===== src/rtl/prime_query_master.sv =====
// Initiator for the prime-finder responder: sweeps base, base+step, ... one query
// at a time, reports each result and tracks the widest prime gap seen.
module prime_query_master #(
    parameter int unsigned TIMEOUT_CYC = 4095,
    parameter int unsigned MAX_IN      = 9999,
    parameter int unsigned MIN_IN      = 3
) (
    input  logic        clk,
    input  logic        reset,
    input  logic        start,
    input  logic [13:0] base,
    input  logic [7:0]  step,
    input  logic [7:0]  count,
    output logic        give_valid,
    output logic [13:0] Intake,
    input  logic [13:0] UpPrime,
    input  logic [13:0] LowPrime,
    input  logic        out_valid,
    output logic        busy,
    output logic        done,
    output logic        result_valid,
    output logic [13:0] res_intake,
    output logic [13:0] res_up,
    output logic [13:0] res_low,
    output logic [13:0] res_gap,
    output logic [13:0] max_gap,
    output logic [13:0] max_gap_intake,
    output logic [7:0]  n_done,
    output logic        timeout_err,
    output logic        range_err
);

    localparam int unsigned DW = 14;
    localparam int unsigned CW = 8;
    localparam int unsigned TW = $clog2(TIMEOUT_CYC + 1);

    localparam logic [DW-1:0] MIN_V   = DW'(MIN_IN);
    localparam logic [DW-1:0] MAX_V   = DW'(MAX_IN);
    localparam logic [DW:0]   MAX_SUM = (DW+1)'(MAX_IN);
    localparam logic [TW-1:0] TO_V    = TW'(TIMEOUT_CYC);

    typedef enum logic [2:0] {
        S_IDLE,
        S_ISSUE,
        S_WAIT,
        S_RECORD,
        S_DONE
    } state_t;

    state_t        state, state_n;
    logic [CW-1:0] step_r, step_n;
    logic [CW-1:0] count_r, count_n;
    logic [TW-1:0] wait_cnt, wait_cnt_n;
    logic [TW-1:0] cnt_inc;
    logic [DW:0]   next_sum;

    logic          give_valid_n, busy_n, done_n, result_valid_n;
    logic [DW-1:0] intake_n, res_intake_n, res_up_n, res_low_n, res_gap_n;
    logic [DW-1:0] max_gap_n, max_gap_intake_n;
    logic [CW-1:0] n_done_n;
    logic          timeout_err_n, range_err_n;

    // 15-bit sum so the next query can never wrap back into range
    assign next_sum = {1'b0, Intake} + (DW+1)'(step_r);
    assign cnt_inc  = wait_cnt + TW'(1);

    always_comb begin
        state_n          = state;
        intake_n         = Intake;
        step_n           = step_r;
        count_n          = count_r;
        wait_cnt_n       = wait_cnt;
        res_intake_n     = res_intake;
        res_up_n         = res_up;
        res_low_n        = res_low;
        res_gap_n        = res_gap;
        max_gap_n        = max_gap;
        max_gap_intake_n = max_gap_intake;
        n_done_n         = n_done;
        timeout_err_n    = timeout_err;
        range_err_n      = range_err;

        case (state)
            S_IDLE, S_DONE: begin
                if (start) begin
                    step_n           = step;
                    count_n          = count;
                    max_gap_n        = '0;
                    max_gap_intake_n = '0;
                    n_done_n         = '0;
                    timeout_err_n    = 1'b0;
                    range_err_n      = 1'b0;
                    if (count == '0) begin
                        state_n = S_DONE;
                    end else if (base < MIN_V || base > MAX_V) begin
                        range_err_n = 1'b1;
                        state_n     = S_DONE;
                    end else begin
                        intake_n = base;
                        state_n  = S_ISSUE;
                    end
                end
            end
            S_ISSUE: begin
                wait_cnt_n = '0;
                state_n    = S_WAIT;
            end
            S_WAIT: begin
                if (out_valid) begin
                    res_intake_n = Intake;
                    res_up_n     = UpPrime;
                    res_low_n    = LowPrime;
                    res_gap_n    = UpPrime - LowPrime;
                    n_done_n     = n_done + CW'(1);
                    state_n      = S_RECORD;
                end else begin
                    wait_cnt_n = cnt_inc;
                    if (cnt_inc == TO_V) begin
                        timeout_err_n = 1'b1;
                        state_n       = S_DONE;
                    end
                end
            end
            S_RECORD: begin
                // strict compare keeps the earliest query on a tie
                if (res_gap > max_gap) begin
                    max_gap_n        = res_gap;
                    max_gap_intake_n = res_intake;
                end
                if (n_done == count_r) begin
                    state_n = S_DONE;
                end else if (next_sum > MAX_SUM) begin
                    range_err_n = 1'b1;
                    state_n     = S_DONE;
                end else begin
                    intake_n = next_sum[DW-1:0];
                    state_n  = S_ISSUE;
                end
            end
            default: state_n = S_IDLE;
        endcase

        give_valid_n   = (state_n == S_ISSUE);
        result_valid_n = (state_n == S_RECORD);
        busy_n         = (state_n == S_ISSUE) || (state_n == S_WAIT) || (state_n == S_RECORD);
        done_n         = (state_n == S_DONE);
    end

    always_ff @(posedge clk or posedge reset) begin
        if (reset) begin
            state          <= S_IDLE;
            step_r         <= '0;
            count_r        <= '0;
            wait_cnt       <= '0;
            give_valid     <= 1'b0;
            Intake         <= '0;
            busy           <= 1'b0;
            done           <= 1'b0;
            result_valid   <= 1'b0;
            res_intake     <= '0;
            res_up         <= '0;
            res_low        <= '0;
            res_gap        <= '0;
            max_gap        <= '0;
            max_gap_intake <= '0;
            n_done         <= '0;
            timeout_err    <= 1'b0;
            range_err      <= 1'b0;
        end else begin
            state          <= state_n;
            step_r         <= step_n;
            count_r        <= count_n;
            wait_cnt       <= wait_cnt_n;
            give_valid     <= give_valid_n;
            Intake         <= intake_n;
            busy           <= busy_n;
            done           <= done_n;
            result_valid   <= result_valid_n;
            res_intake     <= res_intake_n;
            res_up         <= res_up_n;
            res_low        <= res_low_n;
            res_gap        <= res_gap_n;
            max_gap        <= max_gap_n;
            max_gap_intake <= max_gap_intake_n;
            n_done         <= n_done_n;
            timeout_err    <= timeout_err_n;
            range_err      <= range_err_n;
        end
    end

endmodule


===== config.mk =====
export PLATFORM = sky130hd
export DESIGN_NAME = prime_query_master
export DESIGN_NICKNAME = d
export VERILOG_FILES = /design/src/rtl/prime_query_master.sv
export SDC_FILE = /design/constraint.sdc
export NUM_CORES = 1
export LEC_CHECK = 0
export BUFFER_PORTS_ARGS = -buffer_cell sky130_fd_sc_hd__buf_4
export CORE_ASPECT_RATIO = 0.8
export CORE_UTILIZATION = 52
export CTS_BUF_LIST = sky130_fd_sc_hd__clkbuf_8
export DETAILED_ROUTE_END_ITERATION = 8
export PLACE_DENSITY = 0.77
export SLEW_MARGIN = 20
export SYNTH_ARGS = -nofsm -noshare
export SYNTH_HDL_FRONTEND = slang
export SYNTH_SLANG_ARGS = --single-unit
export TNS_END_PERCENT = 30

===== constraint.sdc =====
create_clock -name clk -period 5.9 [get_ports clk]
set_input_delay 0.295 -clock clk [delete_from_list [all_inputs] [get_ports clk]]
set_output_delay 0.295 -clock clk [all_outputs]
set_load 0.01 [all_outputs]

# Word-level counts from Yosys, hierarchy flattened
# Index checks and enable logic that the tools add are counted.
# Widths: inputs -> output; s select.
[totals]
register_bits = 143
n_memories = 0
wordCells = 97
romBits = 0
ram_bits = 0
inputBits = 62
latch_bits = 0
out_inout_bits = 112
[op_classes]
add_sub_neg = 4
n_reduce_logical = 17
order_cmp = 4
n_mul = 0
bitwise = 0
eq_ne = 20
shift = 0
div = 0
muxes = 34
[op_table]
columns = ["op", "n"]
rows = [
  ["$mux 14", 8],
  ["$pmux 14 s2", 3],
  ["$pmux 12 s2", 1],
  ["$mux 3", 7],
  ["$ne 2x2->1 const B", 10],
  ["$mux 8", 2],
  ["$pmux 8 s2", 1],
  ["$add 14x8->15", 1],
  ["$gt 15x14->1 const B", 1],
  ["$gt 14x14->1", 1],
  ["$gt 14x14->1 const B", 1],
  ["$lt 14x2->1 const B", 1],
  ["$sub 14x14->14", 1],
  ["$add 12x1->12 const B", 1],
  ["$eq 12x12->1 const B", 1],
  ["$eq 3x2->1 const B", 4],
  ["$mux 12", 1],
  ["$pmux 3 s4", 1],
  ["$add 8x1->8 const B", 1],
  ["$eq 8x8->1", 1],
  ["$logic_not 8->1", 1],
  ["$mux 1", 8],
  ["$reduce_and 4->1", 2],
  ["$eq 3x1->1 const B", 2],
  ["9 further kinds", 18],
]

# Longest topological paths before layout
[depth]
ltp_word = 9
ltp_mapped = 12
depth_no_buf = 11

# Least setup slack after synthesis
# Ideal clock, no wire load.
[synth_path]
path_type = "register to register"
from = "reg Intake[0]"
to = "reg Intake[12]"
path_stages_with_launch = 12
setup_ns = 0.078
n_path_buf = 1
setup_slack_ns = 3.069
arrival_time_ns = 2.753
t_required_ns = 5.822
cell_sequence = "dfrtp_1 > ha_1 > fa_1 > a21oi_1 > o2111ai_1 > o211ai_1 > mux2i_1 > o31ai_1 > o31a_1 > buf_2 > a311o_1 > a21oi_1"
[synth_via]
elab_chain_cells = 4
elab_cells_between_ends = 7
classes_between = "add/sub: 1; order compare: 1; eq/ne: 1; mux: 3; reduce/logical: 1"
[synth_lines]
columns = ["item", "line", "rtl"]
rows = [
  ["start: declaration", "15", "output logic [13:0] Intake,"],
  ["start signal: assignment", "175", "Intake <= intake_n;"],
  ["$add 14x8->15 *", "64", "assign next_sum = {1'b0, Intake} + (DW+1)'(step_r);"],
  ["$gt 15x14->1 / $mux 14 (equally long branches)", "132", "end else if (next_sum > MAX_SUM) begin"],
  ["$ne 2x2->1 (no line) / $mux 14 (equally long branches)", "--", ""],
  ["$reduce_and 6->1 (no line) / $pmux 14 s2 (equally long branches)", "--", ""],
]
# Every way passes the cells marked *; elsewhere a longest branch is shown, timed or not. The select of a mux whose other input is x is not followed.
# A chain may end at the register's enable or synchronous reset.

# Final worst setup path
[layout_path]
from = "reg Intake[0]"
to = "reg Intake[5]"
# Same word-level chain as after synthesis.

==> run metrics <==
Clock transition at path regs=70 ps; RSZ-0062 raised after global routing=false; Die W=137.6 um; critical-path maximum fanout=28; DR vias/cell=5.391; DRT antenna net count=0; layout cells sized above 1=23.55%; Cells after Synth=847; Worst R2R Setup Slack=2290 ps; largest net degree at the start of global routing=79; Worst Hold Endpoint=step_r[3]; worst hold start=step[3]; gp weighted congestion=0.8796; final instance area=0.009540 mm^2; nets@finish=1108; most common cell in the netlist=nand2_1; status=finished clean; CTS root buffer=clkbuf_8; PortBufs=173; Yosys reg bits=143; setup TNS=0 ps; DRC violations left=0; Unique masters post-synth=59; startpoint class of the critical path=flip-flop; VDD IR max=0.0002990 V; dominant synthesized flop cell=dfrtp_1; clk buf depth=2; CTS buffer count=17; filler instances=1177; DPL Wire Length=14.02 mm; Routed WL=19.32 mm; Worst setup EP type=flip-flop; top post-synthesis cells by count=nand2_1, dfrtp_1, o21ai_0; Post-Syn Area=0.007651 mm^2; fin crit period=3610 ps; DIE HEIGHT=110.5 um; Synth area leaders=dfrtp_1, nand2_1, ha_1; starting density of the core=53.51%; ys async rst share=100.0%; Pwr Total=4.634 mW; fmax=277.0 MHz; Static Leak=4.760 nW; initial antenna violation count=0; # Max-Cap Violations=0; Tightest Pin Transition=1023 ps; Core ar.=0.01430 mm^2; final hold vios=0; P per Cell Area=485.7 mW/mm^2; Vias=6485; clock sinks=143; Worst setup startpoint=Intake[0]; post-synth top area cell=dfrtp_1; clk_lat worst skew=450 ps; Placed Area=0.009065 mm^2; Critical Path RT=6240 ps; R2R Path Start=Intake[0]; max-slew violations=0; syn avg cell area=9.033 um^2; CP arrival=3950 ps; Min-Delay Path Depth=3; Iteration-0 DRC Markers=507; share of the clock period used by the worst path=61.19%; first-pass GRT wire length=31.81 mm; EDFF count, synth=0; Fin Clk Skew=12.38 ps; row cnt=39; final number of setup-violating endpoints=0; die area=0.01521 mm^2; Slew headroom=31.81%; ant diodes=0; post-synth top area share=46.77%; Total GRT Usage=27.07%; DRT Pass-1 Iters=5; CTS tree=done; grt ovf=0; P&R area growth vs syn=24.69%; WL/cell=16.06 um; post-synthesis sequential area ratio=46.77%; synth warn=0; H-tree levels=4; hold crit path type=in2reg; Reg2Reg Capture Point=Intake[5]; Worst Path Class, Setup=reg2reg; Mapped Nets=949; vias in the first global route=6235; Reg2Reg Depth=9; IO Pins=174
-- critical path, stage by stage, from the launching register on --
cell and delay (ps):
dfrtp_1 420, ha_1 250, fa_1 430, a21oi_1 210
o2111ai_1 190, o211ai_1 230, nand4_1 140, a221oi_1 330
o31a_1 870, mux2_2 420
-- logic make-up (layout without fill, tap and decap cells) --
| family | Yosys count | count (layout) | share of synthesized area [%] |
|---|---|---|---|
| AOI/OAI and AO/OA | 169 | 169 | 13.30 |
| xor gates and xnor gates | 37 | 37 | 4.235 |
| adders and majority gates | 40 | 40 | 6.738 |
| buffers and inverters | 94 | 266 | 4.808 |
| DFF | 143 | 143 | 46.77 |
| muxes | 35 | 35 | 4.840 |
| and+or+nand+nor | 329 | 329 | 19.31 |
-- flip-flops by register name (all words and copies together) (netlist names) --
register and count:
result_valid 1, res_gap 14, res_low 14, step_r 8, Intake 14, done 1
busy 1, n_done 8, range_err 1, give_valid 1, max_gap_intake 14, wait_cnt 12
count_r 8, state 3, res_intake 14, max_gap 14, timeout_err 1, res_up 14
-- layout make-up --
type	instances	area (um^2)	area share, %
flip-flops and latches	143	3578	37.51
clock buffers	20	275.3	2.885
clock inverters	12	142.6	1.495
multi-input cells	610	3716	38.95
inverters	53	203.9	2.138
well taps	184	230.2	2.413
repair buffers	181	1394	14.61
-- power by group --
part / internal, mW / switching, mW
logic: 0.963 / 1.18
clock network: 0.447 / 0.375
registers: 1.34 / 0.328
total: 2.75 / 1.88
-- through the flow --
step	util, %	hold WS, ps	setup WS (ps)	std cells
after global routing	66.73	19.00	2000	1203
after floorplan	-	400.4	1767	847
after global placement	63.40	414.4	2387	1168
after CTS	66.40	5.216	2305	1201
final	66.73	32.73	2290	1203
after detailed placement	63.40	416.5	2336	1168
-- worst max path at each step --
stage / depth (start not counted) / end / slack [ps]
finish: 9 / Intake[5] / 2290
detailed placement: 9 / Intake[5] / 2340
global placement: 9 / Intake[5] / 2390
floorplan: 1 / Intake[0] / 1770
global route: 9 / Intake[3] / 2000
CTS: 9 / Intake[5] / 2310
-- placed cells by master (no fill, tap or decap), types with 2 or more instances in the layout --
master      count
nor4_1          4
or2_2           4
xnor2_1        18
a211oi_1        5
fa_1            2
o211ai_1       10
mux2_2         16
inv_6           2
o41ai_1         4
a32oi_1         3
nor2b_1         8
o21ai_0        77
nand4_1         9
clkinv_2        2
clkbuf_8       20
ha_1           38
and3_1          5
or4_4           2
bufinv_16       3
o31ai_1         8
nand3_1        28
clkinvlp_4      3
mux2i_1        19
a21oi_1        36
xor2_1         19
o21a_1          3
and2_1          3
dfrtp_1       143
inv_1          55
nor3_1         13
nor2_1         44
nor3b_1         3
a21o_1          7
buf_4         178
or3_1           5
nand2_1       184
nand2b_1        7
nand2_2         2
o2111ai_1       2
-- per-layer routing --
metal,vias to the layer above,global-route usage (%),share of wire [%]
met5,-,0,0
met4,0,8.059,1.5
met3,22,6.290,8.1
met2,222,39.73,44
met1,3044,39.53,46
li1,3197,-,-
-- timing repair --
item	4_1_cts	5_1_grt
hold endpoints to repair	65	0
gates resized for setup	0	0
buffers inserted	0	0
hold buffers	1	0
(Power assumes the default switching activity.)
